--- src/rtl/pcie_link_train_ctrl_if.sv ---
// ---------------------------------------------------------------------------
// pcie_link_train_ctrl_if
// Bundle between software/LTSSM side and the link-training supervisor.
//   enable        level request to run link training (0 forces IDLE)
//   retrain_req   single-cycle request to re-train an active link
//   clear_fail    single-cycle request to leave FAILED
//   link_up       link status from the LTSSM
//   init_state    to the LTSSM; 1 holds it in DETECT
//   link_active   1 while the link is trained
//   link_failed   1 while retries are exhausted
//   link_down_evt one-cycle pulse when an active link drops
//   retry_count   retries consumed in the current attempt
//   ctrl_state    supervisor state: IDLE=0 INIT=1 TRAIN=2 ACTIVE=3 BACKOFF=4 FAILED=5
// master drives the requests and link_up; slave is the supervisor.
// ---------------------------------------------------------------------------
interface pcie_link_train_ctrl_if #(
  parameter int MAX_RETRIES = 3
);
  localparam int RW = $clog2(MAX_RETRIES + 1);

  logic          enable;
  logic          retrain_req;
  logic          clear_fail;
  logic          link_up;
  logic          init_state;
  logic          link_active;
  logic          link_failed;
  logic          link_down_evt;
  logic [RW-1:0] retry_count;
  logic [2:0]    ctrl_state;

  modport master (
    output enable, retrain_req, clear_fail, link_up,
    input  init_state, link_active, link_failed, link_down_evt, retry_count, ctrl_state
  );

  modport slave (
    input  enable, retrain_req, clear_fail, link_up,
    output init_state, link_active, link_failed, link_down_evt, retry_count, ctrl_state
  );
endinterface

--- src/rtl/pcie_link_train_ctrl.sv ---
// ---------------------------------------------------------------------------
// pcie_link_train_ctrl
// Link-training supervisor: pulses the LTSSM reset (init_state), waits for
// link_up against a timeout, backs off and retries up to MAX_RETRIES, then
// declares failure; tracks a trained link and re-trains on drop or request.
// Ports:
//   clk      rising-edge clock
//   reset_n  asynchronous active-low reset
//   bus      pcie_link_train_ctrl_if.slave (requests, link_up, status outputs)
// All outputs are decoded from registers; there is no input-to-output path.
// ---------------------------------------------------------------------------
module pcie_link_train_ctrl #(
  parameter int INIT_PULSE_CYCLES = 4,
  parameter int TIMEOUT_CYCLES    = 1024,
  parameter int BACKOFF_CYCLES    = 64,
  parameter int MAX_RETRIES       = 3
) (
  input  logic                  clk,
  input  logic                  reset_n,
  pcie_link_train_ctrl_if.slave bus
);

  localparam int RW      = $clog2(MAX_RETRIES + 1);
  localparam int MAX_A   = (INIT_PULSE_CYCLES > TIMEOUT_CYCLES) ? INIT_PULSE_CYCLES : TIMEOUT_CYCLES;
  localparam int MAX_CNT = (MAX_A > BACKOFF_CYCLES) ? MAX_A : BACKOFF_CYCLES;
  localparam int TW      = $clog2(MAX_CNT + 1);

  localparam logic [TW-1:0] INIT_LAST    = TW'(INIT_PULSE_CYCLES - 1);
  localparam logic [TW-1:0] TIMEOUT_LAST = TW'(TIMEOUT_CYCLES - 1);
  localparam logic [TW-1:0] BACKOFF_LAST = TW'(BACKOFF_CYCLES - 1);
  localparam logic [RW-1:0] RETRY_MAX    = RW'(MAX_RETRIES);

  typedef enum logic [2:0] {
    IDLE    = 3'd0,
    INIT    = 3'd1,
    TRAIN   = 3'd2,
    ACTIVE  = 3'd3,
    BACKOFF = 3'd4,
    FAILED  = 3'd5
  } state_e;

  state_e        state_q, state_d;
  logic [TW-1:0] timer_q, timer_d;
  logic [RW-1:0] retry_q, retry_d;
  logic          down_evt_q, down_evt_d;

  // NOTE: every variable gets a default before the case so no path leaves
  // it unassigned; otherwise synthesis infers a latch.
  always_comb begin
    state_d    = state_q;
    timer_d    = '0;
    retry_d    = retry_q;
    down_evt_d = 1'b0;

    if (!bus.enable) begin
      state_d = IDLE;
      retry_d = '0;
    end else begin
      unique case (state_q)
        IDLE: begin
          state_d = INIT;
          retry_d = '0;
        end
        INIT: begin
          timer_d = timer_q + 1'b1;
          if (timer_q == INIT_LAST) state_d = TRAIN;
        end
        TRAIN: begin
          timer_d = timer_q + 1'b1;
          // link_up wins over a timeout landing on the same edge.
          if (bus.link_up) begin
            state_d = ACTIVE;
            retry_d = '0;
          end else if (timer_q == TIMEOUT_LAST) begin
            if (retry_q == RETRY_MAX) begin
              state_d = FAILED;
            end else begin
              state_d = BACKOFF;
              retry_d = retry_q + 1'b1;
            end
          end
        end
        ACTIVE: begin
          // A drop outranks a simultaneous retrain request; the drop counts
          // as the first retry of the new attempt.
          if (!bus.link_up) begin
            state_d    = BACKOFF;
            retry_d    = RW'(1);
            down_evt_d = 1'b1;
          end else if (bus.retrain_req) begin
            state_d = INIT;
          end
        end
        BACKOFF: begin
          timer_d = timer_q + 1'b1;
          if (timer_q == BACKOFF_LAST) state_d = INIT;
        end
        FAILED: begin
          if (bus.clear_fail) begin
            state_d = IDLE;
            retry_d = '0;
          end
        end
        default: state_d = IDLE;
      endcase
    end

    // Each state entry starts its timer from zero.
    if (state_d != state_q) timer_d = '0;
  end

  // NOTE: sequential state uses non-blocking assignments so every register
  // samples pre-edge values regardless of statement order.
  always_ff @(posedge clk or negedge reset_n) begin
    if (!reset_n) begin
      state_q    <= IDLE;
      timer_q    <= '0;
      retry_q    <= '0;
      down_evt_q <= 1'b0;
    end else begin
      state_q    <= state_d;
      timer_q    <= timer_d;
      retry_q    <= retry_d;
      down_evt_q <= down_evt_d;
    end
  end

  assign bus.ctrl_state    = state_q;
  assign bus.init_state    = !(state_q == TRAIN || state_q == ACTIVE);
  assign bus.link_active   = (state_q == ACTIVE);
  assign bus.link_failed   = (state_q == FAILED);
  assign bus.link_down_evt = down_evt_q;
  assign bus.retry_count   = retry_q;

endmodule

--- src/flat_wrapper.sv ---
// flat-port wrapper written by rule: the top's interface ports become plain ports
module pcie_link_train_ctrl_flat 
#(
  parameter int INIT_PULSE_CYCLES = 4,
  parameter int TIMEOUT_CYCLES    = 1024,
  parameter int BACKOFF_CYCLES    = 64,
  parameter int MAX_RETRIES       = 3
)
  (clk, reset_n, bus_enable, bus_retrain_req, bus_clear_fail, bus_link_up, bus_init_state, bus_link_active, bus_link_failed, bus_link_down_evt, bus_retry_count, bus_ctrl_state);
  pcie_link_train_ctrl_if #(.MAX_RETRIES(MAX_RETRIES)) bus_i ();
  input  logic clk;
  input  logic reset_n;
  input wire logic [$bits(bus_i.enable)-1:0] bus_enable;
  input wire logic [$bits(bus_i.retrain_req)-1:0] bus_retrain_req;
  input wire logic [$bits(bus_i.clear_fail)-1:0] bus_clear_fail;
  input wire logic [$bits(bus_i.link_up)-1:0] bus_link_up;
  output wire logic [$bits(bus_i.init_state)-1:0] bus_init_state;
  output wire logic [$bits(bus_i.link_active)-1:0] bus_link_active;
  output wire logic [$bits(bus_i.link_failed)-1:0] bus_link_failed;
  output wire logic [$bits(bus_i.link_down_evt)-1:0] bus_link_down_evt;
  output wire logic [$bits(bus_i.retry_count)-1:0] bus_retry_count;
  output wire logic [$bits(bus_i.ctrl_state)-1:0] bus_ctrl_state;
  assign bus_i.enable = bus_enable;
  assign bus_i.retrain_req = bus_retrain_req;
  assign bus_i.clear_fail = bus_clear_fail;
  assign bus_i.link_up = bus_link_up;
  assign bus_init_state = bus_i.init_state;
  assign bus_link_active = bus_i.link_active;
  assign bus_link_failed = bus_i.link_failed;
  assign bus_link_down_evt = bus_i.link_down_evt;
  assign bus_retry_count = bus_i.retry_count;
  assign bus_ctrl_state = bus_i.ctrl_state;
  pcie_link_train_ctrl #(.INIT_PULSE_CYCLES(INIT_PULSE_CYCLES), .TIMEOUT_CYCLES(TIMEOUT_CYCLES), .BACKOFF_CYCLES(BACKOFF_CYCLES), .MAX_RETRIES(MAX_RETRIES)) u_core (.clk(clk), .reset_n(reset_n), .bus(bus_i));
endmodule
--- config.mk ---
export PLATFORM = sky130hd
export DESIGN_NAME = pcie_link_train_ctrl_flat
export DESIGN_NICKNAME = d
export VERILOG_FILES = /design/src/rtl/pcie_link_train_ctrl_if.sv /design/src/rtl/pcie_link_train_ctrl.sv /design/src/flat_wrapper.sv
export SDC_FILE = /design/constraint.sdc
export NUM_CORES = 1
export LEC_CHECK = 0
export BUFFER_PORTS_ARGS = -buffer_cell sky130_fd_sc_hd__buf_2
export CORE_UTILIZATION = 40
export CTS_BUF_LIST = sky130_fd_sc_hd__clkbuf_8
export CTS_CLUSTER_DIAMETER = 50
export DETAILED_ROUTE_END_ITERATION = 10
export GPL_TIMING_DRIVEN = 0
export SLEW_MARGIN = 20
export SYNTH_ARGS = -nofsm -noshare
export SYNTH_HDL_FRONTEND = slang
export SYNTH_SLANG_ARGS = --single-unit
--- constraint.sdc ---
create_clock -name clk -period 6.4 [get_ports clk]
set_clock_uncertainty 0.05 [all_clocks]
set_input_delay 0 -clock clk [delete_from_list [all_inputs] [get_ports clk]]
set_output_delay 0 -clock clk [all_outputs]
set_load 0.02 [all_outputs]
# ---- After elaboration in Yosys (flattened, before gate mapping)
# Index checks and enable logic that the tools add are counted.
dict set report totals {
  out_inout_bits 9
  input_bits 6
  ff_bits 17
}
dict set report classes {
  muxes 23
  reduce_logical 5
  n_eq_ne 15
  addsub 2
}
# cell n
set op_table {}
lappend op_table {{2-to-1 mux 11 bit} 3}
lappend op_table {{2-to-1 mux 3 bit} 8}
lappend op_table {{one-hot mux 3 bit (6 select lines)} 1}
lappend op_table {{2-to-1 mux 2 bit} 6}
lappend op_table {{adder 11 x 1 -> 11 bit, second input constant} 1}
lappend op_table {{equality test 11 x 10 -> 1 bit, second input constant} 1}
lappend op_table {{equality test 11 x 2 -> 1 bit, second input constant} 1}
lappend op_table {{equality test 11 x 6 -> 1 bit, second input constant} 1}
lappend op_table {{one-hot mux 2 bit (4 select lines)} 1}
lappend op_table {{equality test 3 x 2 -> 1 bit, second input constant} 2}
lappend op_table {{equality test 3 bit, second input constant} 2}
lappend op_table {{inequality test 3 bit, second input constant} 2}
lappend op_table {{inequality test 5 x 1 -> 1 bit, second input constant} 1}
lappend op_table {{AND reduction 5 bit} 1}
lappend op_table {{2-to-1 mux 1 bit} 4}
lappend op_table {{inequality test 4 x 3 -> 1 bit, second input constant} 1}
lappend op_table {{inequality test 4 bit, second input constant} 1}
lappend op_table {{equality test 3 x 1 -> 1 bit, second input constant} 1}
lappend op_table {{logical NOT 3 bit} 1}
lappend op_table {{inequality test 3 bit} 1}
lappend op_table {{OR reduction 3 bit} 1}
lappend op_table {{adder 2 x 1 -> 2 bit, second input constant} 1}
lappend op_table {{equality test 2 bit, second input constant} 1}
lappend op_table {{logical NOT 1 bit} 1}
lappend op_table {{logical OR 1 bit} 1}

# ---- Longest topological paths before layout
# Gate-level depths: netlist (run 1).
dict set report logic_depth {
  ltp_word 8
  depth_mapped 7
  ltp_nobuf 6
}

# ---- Least setup slack after synthesis (run 1)
# No wires, ideal clock.
dict set report synth_path {
  kind {register to register}
  startpoint {reg u_core.timer_q[0]}
  endpoint {reg u_core.timer_q[10]}
  path_slack_ps 4325
  stages_incl_launch_ff 8
  t_required_ps 6225
  period_less_slack_ps 2075
  arrival_time_ps 1901
  setup_time_ps 125
  cell_sequence {dfrtp_1 ha_1 nand3_1 nor4_4 nand3_1 a311oi_1 buf_2 nor3_1}
}
dict set report synth_via {
  elab_chain_len 7
  word_cells_on_any_way 14
}
# element line_no
set synth_rtl {}
lappend synth_rtl {{start, declared} pcie_link_train_ctrl.sv:43} ;# logic [TW-1:0] timer_q, timer_d;
lappend synth_rtl {{start signal, assigned} pcie_link_train_ctrl.sv:122} ;# timer_q <= timer_d;
lappend synth_rtl {{equality test 11 x 10 -> 1 bit} pcie_link_train_ctrl.sv:74} ;# end else if (timer_q == TIMEOUT_LAST) begin
lappend synth_rtl {{2-to-1 mux 3 bit} pcie_link_train_ctrl.sv:74}
lappend synth_rtl {{2-to-1 mux 3 bit} pcie_link_train_ctrl.sv:71} ;# if (bus.link_up) begin
lappend synth_rtl {{one-hot mux 3 bit (6 select lines)} pcie_link_train_ctrl.sv:59} ;# unique case (state_q)
lappend synth_rtl {{2-to-1 mux 3 bit} pcie_link_train_ctrl.sv:55} ;# if (!bus.enable) begin
lappend synth_rtl {{inequality test 3 bit} pcie_link_train_ctrl.sv:109} ;# if (state_d != state_q) timer_d = '0;
lappend synth_rtl {{2-to-1 mux 11 bit *} pcie_link_train_ctrl.sv:109}
lappend synth_rtl {{named net u_core.timer_d[10]} pcie_link_train_ctrl.sv:43}
# Mark *: on every way through the listed nets, which the timed path passes. The rest lies on a longest branch.
# A chain may end at the register's enable or synchronous reset.

# ---- Worst setup path after layout (run 1)
dict set report layout_path {
  startpoint {reg u_core.timer_q[0]}
  endpoint {reg u_core.timer_q[6]}
}
# Same word-level chain as after synthesis.

==> flow_summary_export.csv, run 1 <==
group,metric,value,unit
clock_tree,path_clk_slew,70,ps
yosys,ys_ff_latch,17,
grt,grt.overflow.total,0,
yosys,yosysWarnings,0,
sta,timing.final.ws_setup,3850,ps
floorplanning,core_area,2320,um2
floorplanning,dieArea,2770,um2
drt,drc,0,
yosys,synthAdderAreaFrac,0.0244,
final_layout,n_antenna_cell,0,
place,place.port_buffers,14,
drt,via_count,933,
drt,routed_via_density,5.87,
yosys,muxShareOfSynthArea,0.0110,
yosys,synth_top_family_by_area,"simple AND/OR/NAND/NOR gates",
yosys,synth_nets,118,
sta,worstMarginPinSlew,540,ps
sta,fin_tns_setup,0,ps
clock_tree,clockBufferDepth,2,
grt,grt_pass1_vias,858,
run,max-cap-violations,0,
place,dp_slack,3930,ps
clock_tree,h-tree-depth,1,
drt,wl_per_cell,14.2,um
grt,antenna_found_initial,0,
outcome,status,"finished clean",
sta,fin_crit_sh,0.398,
floorplanning,die_h,52.6,um
yosys,synth_xor_area_frac,0.0685,
final_layout,design_area,1200,um2
clock_tree,cts_tree,"yes",
yosys,syn_inst,110,
sta,clock.fmax,392,MHz
worst_setup_path,crit_fanout,10,
drt,wl,2270,um
grt,grt_max_degree,18,
yosys,synth-edff-count,0,
worst_setup_path,end_kind,"flip-flop",
worst_setup_path,arrival,2630,ps
grt,grt_util_all_layers,0.191,
drt,antenna_left,0,
final_layout,syn2layout_area_growth,17.6,%
place,place_area,1130,um2
clock_tree,post_cts_resized,0,
floorplanning,top_level_ports,15,
sta,final-hold-violation-count,0,
clock_tree,insertion_delay,250,ps
yosys,synth-compound-area-share,0.149,
yosys,yosys.area_share.simple,0.295,
floorplanning,initial_core_util,0.441,
yosys,synthArstFlopShare,1.00,
worst_hold_path,worstHoldPathType,"in -> reg",
yosys,synth.cell_area,1020,um2
worst_setup_path,critPathRequiredTime,6480,ps
sta,hold_slack,59.8,ps
clock_tree,cts_buffers,3,
sta,setup_viol,0,
floorplanning,rows,17,
clock_tree,root_buffer,"clkbuf_8",
drt,drt_iter0_drc,23,
power,power.leakage,0.000502,uW
final_layout,nets,140,
sta,min_period,2550,ps
power,max-vdd-ir-drop,0.133,mV
yosys,synth.distinct_cells,38,
yosys,yosysSeqAreaShare,0.416,
drt,drt_pass1_iterations,4,
place,detailed_place_hpwl,1660,um
sta,slew_viol_final,0,
yosys,ys.flop_type,"dfrtp_1",
worst_setup_path,startpoint_type,"flip-flop",
sta,rsz0062_at_grt,"no",
power,powerDensity,191,nW/um2
place,place_congestion,0.839,
grt,grt_pass1_wl,3880,um
clock_tree,clkSinkCount,17,
yosys,synth_area_per_cell,9.30,um2
worst_setup_path,critPathKind,"reg -> reg",
sta,slew_headroom,0.637,
floorplanning,die_width,52.6,um
final_layout,drive_gt1_frac,0.198,
[area by class of cell]
type	instances	area [um2]
clock buffers	3	41.3
fillers	223	1110
repair buffers	17	100
inverters	4	15.0
plain buffers	5	22.5
clock inverters	1	3.75
flip-flops and latches	17	425
well taps	28	35.0
multi-input cells	84	561
[registers in the layout, indices dropped and copies added (netlist names)]
signal                    flops
u_core.bus.ctrl_state         3
u_core.bus.link_down_evt      1
u_core.bus.retry_count        2
u_core.timer_q               11
[critical path, cell delays in order, from the launching register on]
cell and delay, ps:
dfrtp_1 400, ha_1 220, nand3_1 280, nor4_4 510
nand3_1 180, a311oi_1 410, buf_2 290, nor3_1 90
[cells in the final DEF, fill, tap and decap left out, types with 2 or more instances in the layout]
cell type,instances
a21oi_1,7
buf_2,17
clkbuf_1,2
clkbuf_8,3
dfrtp_1,17
dlygate4sd3_1,3
ha_1,2
inv_1,5
nand2_1,6
nand2b_1,3
nand3_1,6
nand3b_1,2
nand4_1,2
nor2_1,10
nor3_1,11
nor3b_1,2
nor4_1,2
o21ai_0,2
o41ai_1,2
xnor2_1,6
xor2_1,2
[path summary, 6_finish.rpt]
check,start,endpoint,cells after the start,slack (ps)
worst max-delay path,u_core.timer_q[0],u_core.timer_q[6],7,3850
worst min-delay path,bus_clear_fail,u_core.bus.ctrl_state[0],3,60
worst max register to register,u_core.timer_q[0],u_core.timer_q[6],7,3850
worst min register to register,u_core.timer_q[0],u_core.timer_q[0],1,470
max in group asynchronous,reset_n,u_core.timer_q[6],2,5880
min in group asynchronous,reset_n,u_core.bus.ctrl_state[1],2,140
[layer usage]
| metal | GRT usage | routed length, um |
|---|---|---|
| met5 | 0 | 0 |
| met4 | 0.0439 | 17 |
| met3 | 0.0348 | 125 |
| met1 | 0.282 | 1100 |
| met2 | 0.287 | 1020 |
[synth_stat cells, drive strengths merged (3+ instances only)]
master,number,area share
nand3,6,0.029
nor3,11,0.054
buf,3,0.015
a21oi,7,0.034
inv,4,0.015
nor2,10,0.037
dfrtp,17,0.42
nand2,6,0.022
nand2b,3,0.018
xnor2,6,0.051
nor4,3,0.033
[report_power, final]
part           switching [uW]  leakage, uW  internal (uW)
Sequential               2.20     0.000235            109
Clock                    37.8    0.0000269           42.6
Combinational            23.6     0.000240           14.9
Total                    63.6     0.000502            167
[stage by stage]
stage               power, uW  std cells  utilization
global route              242        159        0.519
global placement          150        152        0.487
detailed placement        150        152        0.487
finish                    230        159        0.519
CTS                       232        159        0.519
floorplan                 138        110            -
[timing repair]
| item | CTS | global route |
|---|---|---|
| buffers inserted | 0 | 0 |
| hold buffers | 3 | 0 |
| endpoints found under the setup margin | 0 | 0 |
| endpoints found under the hold margin | 20 | 0 |
[cell families (layout without fill, tap and decap cells)]
logic type      after synthesis  count (layout)
compound gates               21              21
mux                           1               1
xor+xnor                      8               8
flops                        17              17
fa+ha+maj                     2               2
simple gates                 52              52
buf+inv                       9              30
(Power assumes the default switching activity.)
==> run 2, diff against run 1 <==
--- a/config.mk
+++ b/config.mk
@@ -5,6 +5,7 @@
 export SDC_FILE = /design/constraint.sdc
 export NUM_CORES = 1
 export LEC_CHECK = 0
+export ABC_AREA = 1
 export BUFFER_PORTS_ARGS = -buffer_cell sky130_fd_sc_hd__buf_2
 export CORE_UTILIZATION = 40
 export CTS_BUF_LIST = sky130_fd_sc_hd__clkbuf_8
==> constraint.sdc (replaced) <==
create_clock -name clk -period 2.2 [get_ports clk]
set_clock_uncertainty 0.05 [all_clocks]
set_input_delay 0 -clock clk [delete_from_list [all_inputs] [get_ports clk]]
set_output_delay 0 -clock clk [all_outputs]
set_load 0.02 [all_outputs]
==> run 2 against run 1 <==
Total power rose to 2.7 times the previous value. Combinational power up 95%. Routed wire length up 13%. Critical path depth up 8. Setup slack worse by 3600 ps. Die area up 14%. Via count up 16%. Sequential share of layout area down 4.3 points. Area after synthesis up 15%. Synthesized cell count up 50%. Hold slack worse by 18 ps.
==> flow_summary_export.csv, run 2 <==
group,metric,value,unit
worst_setup_path,critPathRequiredTime,2280,ps
grt,grt_max_degree,18,
sta,hold_slack,42.3,ps
worst_setup_path,arrival,2010,ps
final_layout,nets,194,
yosys,synth.cell_area,1170,um2
worst_setup_path,worst_r2r_endpoint,"u_core.timer_q[9]",
clock_tree,clkSinkCount,17,
sta,final-hold-violation-count,0,
sta,fin_crit_sh,0.879,
power,max-vdd-ir-drop,0.270,mV
power,powerDensity,458,nW/um2
yosys,yosysMostFrequentCell,"nand2_1",
final_layout,fin_cells,216,
final_layout,n_antenna_cell,0,
worst_hold_path,worstHoldPathType,"in -> reg",
worst_setup_path,worstPathCellList,"ha_2, nand2_1, nor2_2, nand3_2, nand2_1, nand2_1, nand2_1, nand2_2, nand2_2, nand2_1, nand2_1, nor2_2, nand2_2, buf_6, nor2_2",
sta,min_period,1930,ps
final_layout,final_cell_mix,"nand2_1 (44), inv_1 (19), nor2_2 (17), dfrtp_1 (17), nand3_1 (14)",
yosys,yosysSeqAreaShare,0.363,
place,place_area,1280,um2
drt,drt_pass1_iterations,4,
yosys,synth_area_per_cell,7.11,um2
place,placed_cells,209,
worst_setup_path,path_buf_inv,1,
final_layout,drive_gt1_frac,0.324,
worst_setup_path,r2r_start,"u_core.timer_q[1]",
power,power.leakage,0.000726,uW
yosys,synth_top_area_share,0.363,
yosys,ys.flop_type,"dfrtp_1",
sta,fin_tns_setup,0,ps
sta,worstMarginPinSlew,482,ps
worst_setup_path,cp.depth,15,
final_layout,design_area,1370,um2
yosys,syn_inst,165,
grt,grt_pass1_wl,4540,um
yosys,synth-edff-count,0,
sta,rsz0062_at_grt,"no",
grt,grt.overflow.total,0,
drt,drt_iter0_drc,28,
final_layout,fill_cells,282,
final_layout,top_register,"u_core.timer_q",
floorplanning,dieArea,3150,um2
yosys,synthArstFlopShare,1.00,
worst_setup_path,crit_slowest_cell,"dfrtp_1",
yosys,synth_area_leaders,"dfrtp_1 (36%), nand2_1 (14%), nor2_2 (8.5%)",
clock_tree,h-tree-depth,1,
worst_setup_path,worst_path_largest_cell_delay,370,ps
worst_setup_path,r2r_setup_slack,270,ps
worst_setup_path,crit_top_cell,"nand2_1",
floorplanning,die_h,56.1,um
yosys,synth_nets,173,
final_layout,largest_register_ffs,11,
sta,clock.fmax,517,MHz
floorplanning,core_area,2760,um2
final_layout,layout_commonest_cell,"nand2_1",
grt,grt_pass1_vias,1091,
final_layout,syn2layout_area_growth,17.0,%
worst_setup_path,endpoint,"u_core.timer_q[9]",
clock_tree,cts_tree,"yes",
yosys,synth.distinct_cells,23,
place,place.port_buffers,13,
worst_setup_path,crit_fanout,10,
yosys,yosysWarnings,0,
yosys,yosys.area.top_type,"dfrtp_1",
floorplanning,rows,19,
outcome,status,"finished clean",
clock_tree,path_clk_slew,70,ps
clock_tree,root_buffer,"clkbuf_8",
floorplanning,initial_core_util,0.425,
place,place_congestion,0.894,
yosys,ys_ff_latch,17,
drt,wl_per_cell,11.8,um
clock_tree,insertion_delay,250,ps
run,max-cap-violations,0,
worst_setup_path,end_kind,"flip-flop",
worst_setup_path,crit_start,"u_core.timer_q[1]",
final_layout,fin_util,0.497,
drt,via_count,1083,
drt,drc,0,
worst_setup_path,rr_worst_depth,15,
grt,antenna_found_initial,0,
sta,slew_viol_final,0,
sta,slew_headroom,0.676,
worst_setup_path,critical-path-top-delay-family,"simple AND/OR/NAND/NOR gates",
worst_setup_path,startpoint_type,"flip-flop",
drt,antenna_left,0,
grt,grt_util_all_layers,0.183,
worst_setup_path,critPathKind,"reg -> reg",
yosys,yosys-top-cells-count,"nand2_1 (44), inv_1 (18), dfrtp_1 (17), nand3_1 (16), nor2_2 (16)",
clock_tree,clockBufferDepth,2,
clock_tree,cts_buffers,3,
place,detailed_place_hpwl,1950,um
floorplanning,die_width,56.1,um
sta,setup_viol,0,
drt,routed_via_density,5.01,
floorplanning,top_level_ports,15,
drt,wl,2550,um
==> run 2: changes by cell type after synthesis, sizes merged, moves of 2 or more <==
cell,delta
nand2,+46
nor2,+22
inv,+19
nand3,+12
nor3,-11
xnor2,-6
a21oi,-4
nand2b,-3
nor4,-3
or2,+3
clkbuf,-2
nor3b,-2
o41ai,-2
==> run 2: power by group <==
| part | internal, uW | leakage [uW] | switching, uW |
|---|---|---|---|
| combinational | 26.6 | 0.000464 | 48.3 |
| clock | 124 | 0.0000269 | 107 |
| sequential | 316 | 0.000235 | 6.31 |
==> run 2: what timing repair did <==
action / CTS / global route
hold buffers: 2 / 0
resized for setup: 0 / 6
endpoints found under the hold margin: 23 / 0
setup endpoints to repair: 0 / 10
buffers inserted: 0 / 1
==> run 2: area by class of cell <==
class,count,area [um2],share of cell area
Timing Repair Buffer,16,92.6,0.0675
Clock inverter,1,3.75,0.00274
Sequential cell,17,425,0.310
Buffer,2,22.5,0.0164
Clock buffer,3,41.3,0.0301
Tap cell,31,38.8,0.0283
Multi-Input combinational cell,123,661,0.482
Inverter,23,86.3,0.0630
==> run 2: kinds of logic after synthesis <==
kind of cell / count (synthesis) / share of synthesized area
simple gates: 109 / 0.457
buf+inv: 25 / 0.0928
flops: 17 / 0.363
compound gates: 11 / 0.0587
fa+ha+maj: 2 / 0.0213
xor+xnor: 1 / 0.00747
==> run 2: worst register-to-register path, delay by kind of cell, from the launching register on <==
kind                       cells  cell delay (ps)
adders and majority gates      1              220
buffers and inverters          1              170
DFF                            1              370
and+or+nand+nor               13             1020
==> run 2: how the worst min path moves through the flow <==
stage	to	startpoint	cells after the start
4_1_cts	u_core.bus.retry_count[1]	bus_link_up	4
6_report	u_core.bus.retry_count[1]	bus_link_up	4
3_5_place_dp	u_core.timer_q[6]	reset_n	1
5_1_grt	u_core.bus.retry_count[1]	bus_link_up	4
2_1_floorplan	u_core.bus.ctrl_state[0]	reset_n	0
3_3_place_gp	u_core.timer_q[9]	reset_n	1
==> run 2: layer usage <==
layer / global-route usage / vias up / routed length [um]
li1: - / 557 / -
met1: 0.228 / 497 / 1200
met2: 0.313 / 22 / 1230
met3: 0.0279 / 7 / 77
met4: 0.0732 / 0 / 53
met5: 0 / - / 0
==> run 2: per-stage QoR <==
step / setup slack, ps / total power (uW)
after floorplan: 392 / 377
after global placement: 201 / 400
after detailed placement: 173 / 401
after CTS: 157 / 637
after global routing: 19.3 / 663
final: 265 / 628
==> run 3, diff against run 2 <==
--- a/config.mk
+++ b/config.mk
@@ -7,11 +7,13 @@
 export LEC_CHECK = 0
 export ABC_AREA = 1
 export BUFFER_PORTS_ARGS = -buffer_cell sky130_fd_sc_hd__buf_2
+export CAP_MARGIN = 20
 export CORE_UTILIZATION = 40
 export CTS_BUF_LIST = sky130_fd_sc_hd__clkbuf_8
 export CTS_CLUSTER_DIAMETER = 50
 export DETAILED_ROUTE_END_ITERATION = 10
 export GPL_TIMING_DRIVEN = 0
+export SKIP_CTS_REPAIR_TIMING = 1
 export SLEW_MARGIN = 20
 export SYNTH_ARGS = -nofsm -noshare
 export SYNTH_HDL_FRONTEND = slang
==> constraint.sdc (replaced) <==
create_clock -name clk -period 2.5 [get_ports clk]
set_clock_uncertainty 0.05 [all_clocks]
set_input_delay 0 -clock clk [delete_from_list [all_inputs] [get_ports clk]]
set_output_delay 0 -clock clk [all_outputs]
set_load 0.02 [all_outputs]
==> run 3 against run 2 <==
Hold slack barely moved. Die area stayed put. Global-route usage unchanged. Highest routed layer unchanged. Critical path depth is 2 lower. Cell area fell by 2.2%. Combinational power decreased by 14%.
==> flow_summary_export.csv, run 3 (same netlist as run 2, synthesis figures left out) <==
group,metric,value,unit
sta,slew_headroom,0.677,
floorplanning,die_width,56.1,um
power,p_int,410,uW
worst_hold_path,hold_depth,4,
power,seqPwrFrac,0.515,
drt,via_count,1070,
sta,fin_tns_setup,0,ps
drt,drt_pass1_iterations,4,
grt,grt_util_all_layers,0.183,
grt,grt_pass1_vias,1091,
final_layout,nets,193,
sta,rsz0062_at_grt,"no",
power,p_sw_frac,0.257,
drt,drc,0,
worst_setup_path,end_kind,"flip-flop",
clock_tree,path_clk_slew,70,ps
place,detailed_place_hpwl,1950,um
clock_tree,insertion_delay,250,ps
floorplanning,rows,19,
worst_setup_path,crit_fanout,10,
clock_tree,cts_tree,"yes",
floorplanning,dieArea,3150,um2
sta,setup_viol,0,
worst_setup_path,startpoint_type,"flip-flop",
place,place_congestion,0.894,
outcome,status,"finished clean",
worst_setup_path,rr_worst_depth,13,
final_layout,layout_commonest_cell,"nand2_1",
worst_hold_path,hp-start,"bus_link_up",
final_layout,final_cell_mix,"nand2_1 (44), inv_1 (19), dfrtp_1 (17)",
floorplanning,core_area,2760,um2
final_layout,n_antenna_cell,0,
power,comb_power_share,0.117,
sta,min_period,2010,ps
sta,fin_crit_sh,0.805,
place,place.port_buffers,13,
final_layout,drive_gt1_frac,0.293,
final_layout,syn2layout_area_growth,14.4,%
floorplanning,top_level_ports,15,
worst_setup_path,r2r_start,"u_core.timer_q[0]",
drt,routed_via_density,4.98,
worst_setup_path,r2r_setup_slack,490,ps
worst_setup_path,arrival,2090,ps
power,design_power_total,551,uW
floorplanning,die_h,56.1,um
power,powerDensity,411,nW/um2
final_layout,top_register,"u_core.timer_q",
power,power.leakage,0.000723,uW
sta,worstMarginPinSlew,480,ps
floorplanning,initial_core_util,0.425,
clock_tree,clockBufferDepth,2,
clock_tree,clkSinkCount,17,
worst_hold_path,worstHoldPathType,"in -> reg",
grt,grt_max_degree,18,
power,power_frac_clock,0.368,
sta,slew_viol_final,0,
worst_setup_path,critPathKind,"reg -> reg",
sta,clock.fmax,497,MHz
drt,antenna_left,0,
drt,drt_iter0_drc,43,
clock_tree,root_buffer,"clkbuf_8",
worst_setup_path,worst_r2r_endpoint,"u_core.timer_q[9]",
worst_setup_path,critPathRequiredTime,2580,ps
power,max-vdd-ir-drop,0.237,mV
power,switchingPower,142,uW
drt,wl,2480,um
grt,grt_pass1_wl,4540,um
run,max-cap-violations,0,
grt,antenna_found_initial,0,
final_layout,largest_register_ffs,11,
worst_hold_path,hold_path_end,"u_core.bus.retry_count[1]",
final_layout,fin_util,0.486,
drt,wl_per_cell,11.5,um
clock_tree,cts_buffers,3,
sta,final-hold-violation-count,0,
clock_tree,h-tree-depth,1,
grt,grt.overflow.total,0,
## run 3: cell types whose count changed in the layout (fill, tap and decap cells not counted)
cell     before  now
nor2_4        3    2
nor2_2       17   16
nor2_1       12   14
buf_4         1    0
nand3_2       4    2
ha_2          1    0
ha_1          1    2
nand3_1      14   16
## run 3: stage by stage
step,hold slack [ps],instances,setup WS (ps),area (um2)
6_report,42.7,215,488,1340
3_5_place_dp,-97.5,209,473,1280
3_3_place_gp,-101,209,501,1280
5_1_grt,73.3,215,146,1340
4_1_cts,-371,213,457,1320
2_1_floorplan,-346,165,692,1170
## run 3: power by group through the flow
stage / Combinational [uW] / Sequential (uW) / Clock, uW
2_1_floorplan: 40.4 / 291 / 0
3_3_place_gp: 62.3 / 289 / 0
3_5_place_dp: 63.5 / 289 / 0
4_1_cts: 63.7 / 284 / 211
5_1_grt: 74.8 / 284 / 223
6_report: 64.4 / 284 / 203
## run 3: per-layer routing
metal,GRT usage,part of all wire,up-vias,wire length (um)
met2,0.313,0.48,24,1200
met3,0.0279,0.033,5,83
met4,0.0732,0.013,0,33
met5,0,0,-,0
met1,0.228,0.47,488,1160
li1,-,-,553,-
## run 3: final cells by class
cell class                 count  area (um2)
timing repair buffer          15        85.1
clock inverter                 1        3.75
multi-input combinational    123         638
inverter                      23        86.3
sequential                    17         425
clock buffer                   3        41.3
fill                         287        1420
tap                           31        38.8
buffer                         2        22.5
## run 3: worst max path at each step
stage | from | to | slack, ps | cells after the start
global route | u_core.timer_q[0] | u_core.timer_q[9] | 150 | 13
finish | u_core.timer_q[0] | u_core.timer_q[9] | 490 | 13
detailed placement | u_core.timer_q[0] | u_core.timer_q[9] | 470 | 13
global placement | u_core.timer_q[0] | u_core.timer_q[9] | 500 | 13
CTS | u_core.timer_q[0] | u_core.timer_q[9] | 460 | 13
floorplan | u_core.bus.ctrl_state[2] | u_core.timer_q[9] | 690 | 14
## run 3: critical path, cell delays in order, from the launching register on
cell     delay (ps)
dfrtp_1         380
ha_1            220
nand3_1         180
nor2_1          220
nand2_1         110
a21oi_1         140
nor2_1           50
nand2_1          70
nand2_1          70
nand2_1          60
nand2_1          50
nand2_2          80
buf_6           160
nor2_2           40
